**config.mk**
```make
export PLATFORM = sky130hd
export DESIGN_NAME = util_rate_meter
export DESIGN_NICKNAME = d
export VERILOG_FILES = /design/src/rtl/util_trafic_checker_pkg.sv /design/src/rtl/util_trafic_checker_rate_meter.sv
export SDC_FILE = /design/constraint.sdc
export NUM_CORES = 1
export LEC_CHECK = 0
export ABC_AREA = 1
export CORE_MARGIN = 2
export CORE_UTILIZATION = 45
export CTS_CLUSTER_DIAMETER = 150
export DETAILED_ROUTE_END_ITERATION = 10
export PLACE_DENSITY = 0.74
export SLEW_MARGIN = 15
export SYNTH_ARGS = -nofsm -noshare
export SYNTH_HDL_FRONTEND = slang
export SYNTH_SLANG_ARGS = --single-unit
```
**constraint.sdc**
```tcl
create_clock -name clk_i -period 2.6 [get_ports clk_i]
set_input_delay 0.52 -clock clk_i [delete_from_list [all_inputs] [get_ports clk_i]]
set_output_delay 0.52 -clock clk_i [all_outputs]
set_load 0.005 [all_outputs]
```
**src/rtl/util_trafic_checker_pkg.sv**
```systemverilog
// Shared constants for the traffic checker: FSM state codes, error-flag bit
// indices (also used by the test-status register wrappers) and counter helpers.
package util_trafic_checker_pkg;

   typedef logic [1:0] state_t;

   localparam state_t ST_IDLE  = 2'd0;
   localparam state_t ST_SEED  = 2'd1;
   localparam state_t ST_CHECK = 2'd2;

   localparam int ERR_DATA = 0;
   localparam int ERR_KEEP = 1;
   localparam int ERR_SB   = 2;
   localparam int NUM_ERR  = 3;

   function automatic logic [31:0] sat_inc32(input logic [31:0] v);
      return (v == '1) ? v : v + 32'd1;
   endfunction

   function automatic logic [63:0] sat_inc64(input logic [63:0] v);
      return (v == '1) ? v : v + 64'd1;
   endfunction

endpackage

```
**src/rtl/util_trafic_checker_rate_meter.sv**
```systemverilog
// Beat-rate meter: counts beats over a fixed window of clock cycles and
// publishes the total with a one-cycle valid pulse at each window end.
module util_rate_meter
   import util_trafic_checker_pkg::*;
#(
   parameter longint unsigned WIN_CYCLES = 64'd150_000_000
) (
   input  logic        clk_i,
   input  logic        rstn_i,
   input  logic        en_i,
   input  logic        clr_i,
   input  logic        beat_i,
   output logic [31:0] rate_o,
   output logic        rate_vld_o
);

   logic [63:0] win_q, win_d;
   logic [31:0] acc_q, acc_d, acc_inc;
   logic [31:0] rate_q, rate_d;
   logic        vld_q, vld_d;
   logic        term;

   assign acc_inc = beat_i ? sat_inc32(acc_q) : acc_q;
   assign term    = (win_q == WIN_CYCLES - 64'd1);

   always_comb begin
      win_d  = win_q;
      acc_d  = acc_q;
      rate_d = rate_q;
      vld_d  = 1'b0;
      if (!en_i) begin
         win_d = '0;
      end else begin
         win_d = term ? '0 : win_q + 64'd1;
         acc_d = acc_inc;
         // the terminal-cycle beat lands in the published rate, not the next window
         if (term) begin
            rate_d = acc_inc;
            acc_d  = '0;
            vld_d  = 1'b1;
         end
         if (clr_i) acc_d = '0;
      end
   end

   always_ff @(posedge clk_i) begin
      if (!rstn_i) begin
         win_q  <= '0;
         acc_q  <= '0;
         rate_q <= '0;
         vld_q  <= 1'b0;
      end else begin
         win_q  <= win_d;
         acc_q  <= acc_d;
         rate_q <= rate_d;
         vld_q  <= vld_d;
      end
   end

   assign rate_o     = rate_q;
   assign rate_vld_o = vld_q;

endmodule

```
* After elaboration in Yosys (flattened, before gate mapping)
Index checks and enable logic that the tools add are counted.
Operators by class: shifts and indexed selects 0, add/subtract/negate cells 2, reductions and logical operators 3, divide/modulo/power cells 0, eq/ne operators 2, magnitude comparators 0, multipliers 0, bitwise gates (word level) 2, mux-type cells 5
Operators by type and width (count):
- two-way mux 32 bit | 4
- adder 64 x 1 -> 64 bit (second input constant) | 1
- equality test 64 x 28 -> 1 bit (second input constant) | 1
- adder 32 x 1 -> 32 bit (second input constant) | 1
- equality test 32 bit (second input constant) | 1
- AND reduction 2 bit | 2
- OR reduction 3 bit | 1
- NOT 1 bit | 2
- two-way mux 1 bit | 1
Word-level totals: memories kept 0, ROM bits 0, bits in writable memories 0, register bits after elaboration 129, logic and storage cells 18, output and inout port bits 33, latch bits 0

* Depth between registers and ports, before layout
word-level depth 5, gate-level depth with buffers 13, gate-level depth less buffers 12

* Least setup slack after synthesis
No wires, ideal clock.
path type reg2reg, from register win_q[0], to register rate_q[22] (netlist: rate_o[22]), setup time 0.117 ns, slack 0.844 ns, arrival time 1.639 ns, buffers on the path 1, cell stages (with the launch flop) 12, path through dfxtp_1 ha_1 nand2_2 nor2_4 nand3_2 nor2_4 nand3_4 nor2_8 inv_2 buf_6 a21oi_2 nor2_1
Between the ends: word-level cells in the longest chain between the ends 2
RTL lines:
- start, declared | RTL line util_trafic_checker_rate_meter.sv:17 | logic [63:0] win_q, win_d;
- start signal, assigned | RTL line util_trafic_checker_rate_meter.sv:53 | win_q <= win_d;
- equality test 64 x 28 -> 1 bit | RTL line util_trafic_checker_rate_meter.sv:24 | assign term = (win_q == WIN_CYCLES - 64'd1);
- AND reduction 2 bit (no line)
- end signal, assigned | RTL line util_trafic_checker_rate_meter.sv:55 | rate_q <= rate_d;
- end, declared | RTL line util_trafic_checker_rate_meter.sv:19 | logic [31:0] rate_q, rate_d;
No other way between the ends. A chain may end at the register's enable or synchronous reset.

* Final worst setup path
from register win_q[0], to register acc_q[29]
Between the ends: word-level cells in the longest chain between the ends 3
RTL lines:
- equality test 64 x 28 -> 1 bit | RTL line util_trafic_checker_rate_meter.sv:24
- two-way mux 32 bit | RTL line util_trafic_checker_rate_meter.sv:37 | if (term) begin
- two-way mux 32 bit | RTL line util_trafic_checker_rate_meter.sv:42 | if (clr_i) acc_d = '0;
- end signal, assigned | RTL line util_trafic_checker_rate_meter.sv:49 | acc_q <= '0;
- end signal, assigned | RTL line util_trafic_checker_rate_meter.sv:54 | acc_q <= acc_d;
- end, declared | RTL line util_trafic_checker_rate_meter.sv:18 | logic [31:0] acc_q, acc_d, acc_inc;
No other way between the ends.

==> summary.md <==
| Metric | Value |
|---|---|
| Status | finished, final reports clean |
| Register area share after synthesis | 34.5% |
| Hold depth | 2 |
| Mapped Area | 7490 um^2 |
| Drt via density | 5.27 |
| Worst setup startpoint | win_q[0]$_SDFF_PP0_ |
| GPL Wtd Cong | 0.987 |
| DR vias | 7672 |
| Setup TNS | 0 ns |
| GRT overflow | 0 |
| Vias in the first global route | 7018 |
| Worst clock skew | 0.0104 ns |
| DR iter-0 viols | 781 |
| DP HPWL | 16400 um |
| Synth cell types | 33 |
| WL per Instance | 15.0 um |
| Synth area leaders | dfxtp_1, nand2_1, nor2_1, inv_1, nand3_1 |
| Placed cell count | 1424 |
| Crit path to | acc_q[29]$_SDFFE_PN0P_ |
| Share of cells above drive strength 1 | 7.85% |
| First-pass GRT wire length | 35700 um |
| RR Startpoint | win_q[0]$_SDFF_PP0_ |
| Slew at the pin closest to its max-slew limit | 0.695 ns |
| Chip width | 133 um |
| Setup violators final | 0 |
| Root Driver | clkbuf_16 |
| Post-synth top area share | 34.5% |
| Post-Synthesis Cells | 1182 |
| Core ar. | 16400 um^2 |
| HP Class | reg2reg |
| FF+latch count, synth | 129 |
| Reg2reg path depth | 10 |
| Final worst path period need | 2.22 ns |
| Post-CTS Resized | 0 |
| Clk Latency, worst-skew pair | 0.43 ns |
| Die H | 133 um |
| Clk sink count | 129 |
| Post-CTS setup repair buffer count | 0 |
| Longest Clk Path Bufs | 2 |
| Io pins | 38 |
| Final worst slack | 0.378 ns |
| Post-synth top area cell | dfxtp_1 |
| Routed wire length | 21900 um |
| DRC viols | 0 |
| Area delta synth->final | 16.0% |
| H-tree depth | 4 |
| Row count | 47 |
| CTS tree | yes |
| Fillers | 1634 |
| Pre-CTS setup slack | 0.294 ns |
| R2R setup slack | 0.38 ns |
| Hold_buf cts | 0 |
| Max-slew violation count | 0 |
| Mapped Nets | 1189 |
| ANT cells | 0 |
| CP Data Required Time | 2.91 ns |
| Clock transition at path regs | 0.06 ns |
| Drt pass-1 iters | 7 |
| GRT Util Overall | 25.5% |
| Maximum VDD drop | 0.482 mV |
| Count of input and output buffers | 37 |
| RSZ-0062 raised after global routing | false |
| Endpoint class of the critical path | flip-flop |
| Die area | 17700 um^2 |
| Worst R2R End | acc_q[29]$_SDFFE_PN0P_ |
| Routed Antenna Nets | 0 |
| Clock buffers created by TritonCTS | 17 |
| WHS | 0.487 ns |
| Avg Inst Size Synth | 6.33 um^2 |
| CP arrival | 2.54 ns |
| Yosys Warn Count | 0 |
| Antenna violations before repair | 0 |
| Crit-path slowest cell | nand3_1 |
| Final std cells w/o fill | 1456 |
| Pin count of the biggest net entering global routing | 52 |
| Slowest stage delay, CP | 0.45 ns |
| Slew margin rel. | 53.6% |
| Final hold vios | 0 |
| Max Cap Viol | 0 |
| Initial core utilization | 45.6% |
| Final period util | 85.5% |
| Final core utilization | 53.0% |
| Critical path startpoint category | flip-flop |
| Nets@finish | 1230 |
| PwrDens | 531 nW/um^2 |
| LEAKAGE | 2.94 nW |
| Crit-path max FO | 11 |
| Most frequent cell on the critical path | nor2_1 |
| Max Clk Rate | 450 MHz |
| Critical-path cell list | ha_1, nand2_2, nor2_4, nand3_2, nor2_4, nand3_4, nand3_1, nor2_1, nor2_1, nor2_1 |
| Crit Path Class | reg2reg |
==> cell families after synthesis <==
group | synth area share [%]
and+or+nand+nor | 43.9
xor gates and xnor gates | 4.33
AOI/OAI and AO/OA | 7.89
DFF | 34.5
adders and majority gates | 0.334
buffers and inverters | 9.02
==> power breakdown <==
group / switching, W / leakage (nW) / total, W / internal [W]
combinational: 0.0000703 / 1.60 / 0.0000957 / 0.0000254
clock: 0.000906 / 0.301 / 0.00254 / 0.00163
sequential: 0.00000290 / 1.04 / 0.00198 / 0.00198
total: 0.000979 / 2.94 / 0.00461 / 0.00363
==> cells in the mapped netlist (all sizes together) <==
cell    number
inv        129
xnor2        6
nor2       277
a21oi       66
or2          9
nand3       70
clkinv       1
ha           2
dfxtp      129
o21bai       4
buf         18
and3         1
nor3b        9
nand2      294
xor2        31
o21ai       40
nor3        40
nand3b       3
clkbuf      11
nand4       42
==> registers in the layout (all words and copies together), names as in the netlist <==
signal and count:
win_q 64, acc_q 32, rate_o 32, rate_vld_o 1
==> cell type report <==
type | instances | area [um^2] | area share, %
multi-input cells | 894 | 4230 | 48.7
flip-flops and latches | 129 | 2580 | 29.7
clock buffers | 23 | 498 | 5.73
repair buffers | 51 | 488 | 5.62
inverters | 130 | 488 | 5.62
well taps | 220 | 275 | 3.17
clock inverters | 9 | 128 | 1.47
==> worst min path at each step <==
stage / slack (ns) / from / end
after floorplan: 0.45 / win_q[0]$_SDFF_PP0_ / win_q[0]$_SDFF_PP0_
after global placement: 0.47 / win_q[60]$_SDFF_PP0_ / win_q[60]$_SDFF_PP0_
after detailed placement: 0.47 / win_q[60]$_SDFF_PP0_ / win_q[60]$_SDFF_PP0_
after CTS: 0.48 / win_q[60]$_SDFF_PP0_ / win_q[60]$_SDFF_PP0_
after global routing: 0.51 / win_q[0]$_SDFF_PP0_ / win_q[0]$_SDFF_PP0_
final: 0.49 / win_q[60]$_SDFF_PP0_ / win_q[60]$_SDFF_PP0_
==> critical path: cells and delay by family, from the launching register on <==
kind	cells	cell delay, ns
adder cells (fa/ha/maj)	1	0.25
AND/OR/NAND/NOR	9	1.44
flip-flops	1	0.41
==> routing by layer <==
layer	global-route usage (%)	vias to the layer above	share of wire, %
li1	-	3835	-
met3	7.01	24	8.4
met1	35.9	3518	48
met4	7.29	0	1.3
met5	0	-	0
met2	38.4	295	42
==> placed cells by master (no fill, tap or decap) <==
| cell | n |
|---|---|
| nand2_1 | 288 |
| nor2_1 | 255 |
| xnor2_1 | 6 |
| dfxtp_1 | 129 |
| nor2_8 | 1 |
| clkbuf_1 | 1 |
| nand3_1 | 63 |
| or2_2 | 5 |
| inv_2 | 2 |
| nor3_2 | 1 |
| a21oi_2 | 8 |
| nor3_4 | 1 |
| nor3_1 | 38 |
| nand3_4 | 2 |
| or2_0 | 4 |
| o21ai_1 | 26 |
| nand4_1 | 42 |
| ha_1 | 2 |
| o21ai_0 | 14 |
| nor3b_1 | 9 |
| nand3_2 | 5 |
| bufinv_16 | 3 |
| nor2_2 | 15 |
| buf_12 | 1 |
| o21bai_1 | 4 |
| clkdlybuf4s50_1 | 37 |
| clkbuf_16 | 17 |
| nand2_2 | 6 |
| nor2_4 | 6 |
| clkinv_2 | 3 |
| a21oi_1 | 58 |
| buf_4 | 13 |
| and3_1 | 1 |
| xor2_1 | 31 |
| clkinv_1 | 1 |
| nand3b_1 | 3 |
| clkinvlp_4 | 3 |
| inv_1 | 127 |
| clkbuf_8 | 5 |
==> metrics by stage <==
stage	instance area, um^2	total power (W)
floorplan	7490	0.00208
global placement	8060	0.00212
detailed placement	8060	0.00212
CTS	8690	0.00463
global route	8690	0.00472
finish	8690	0.00461
No activity file was read; power rests on OpenSTA's default activity.
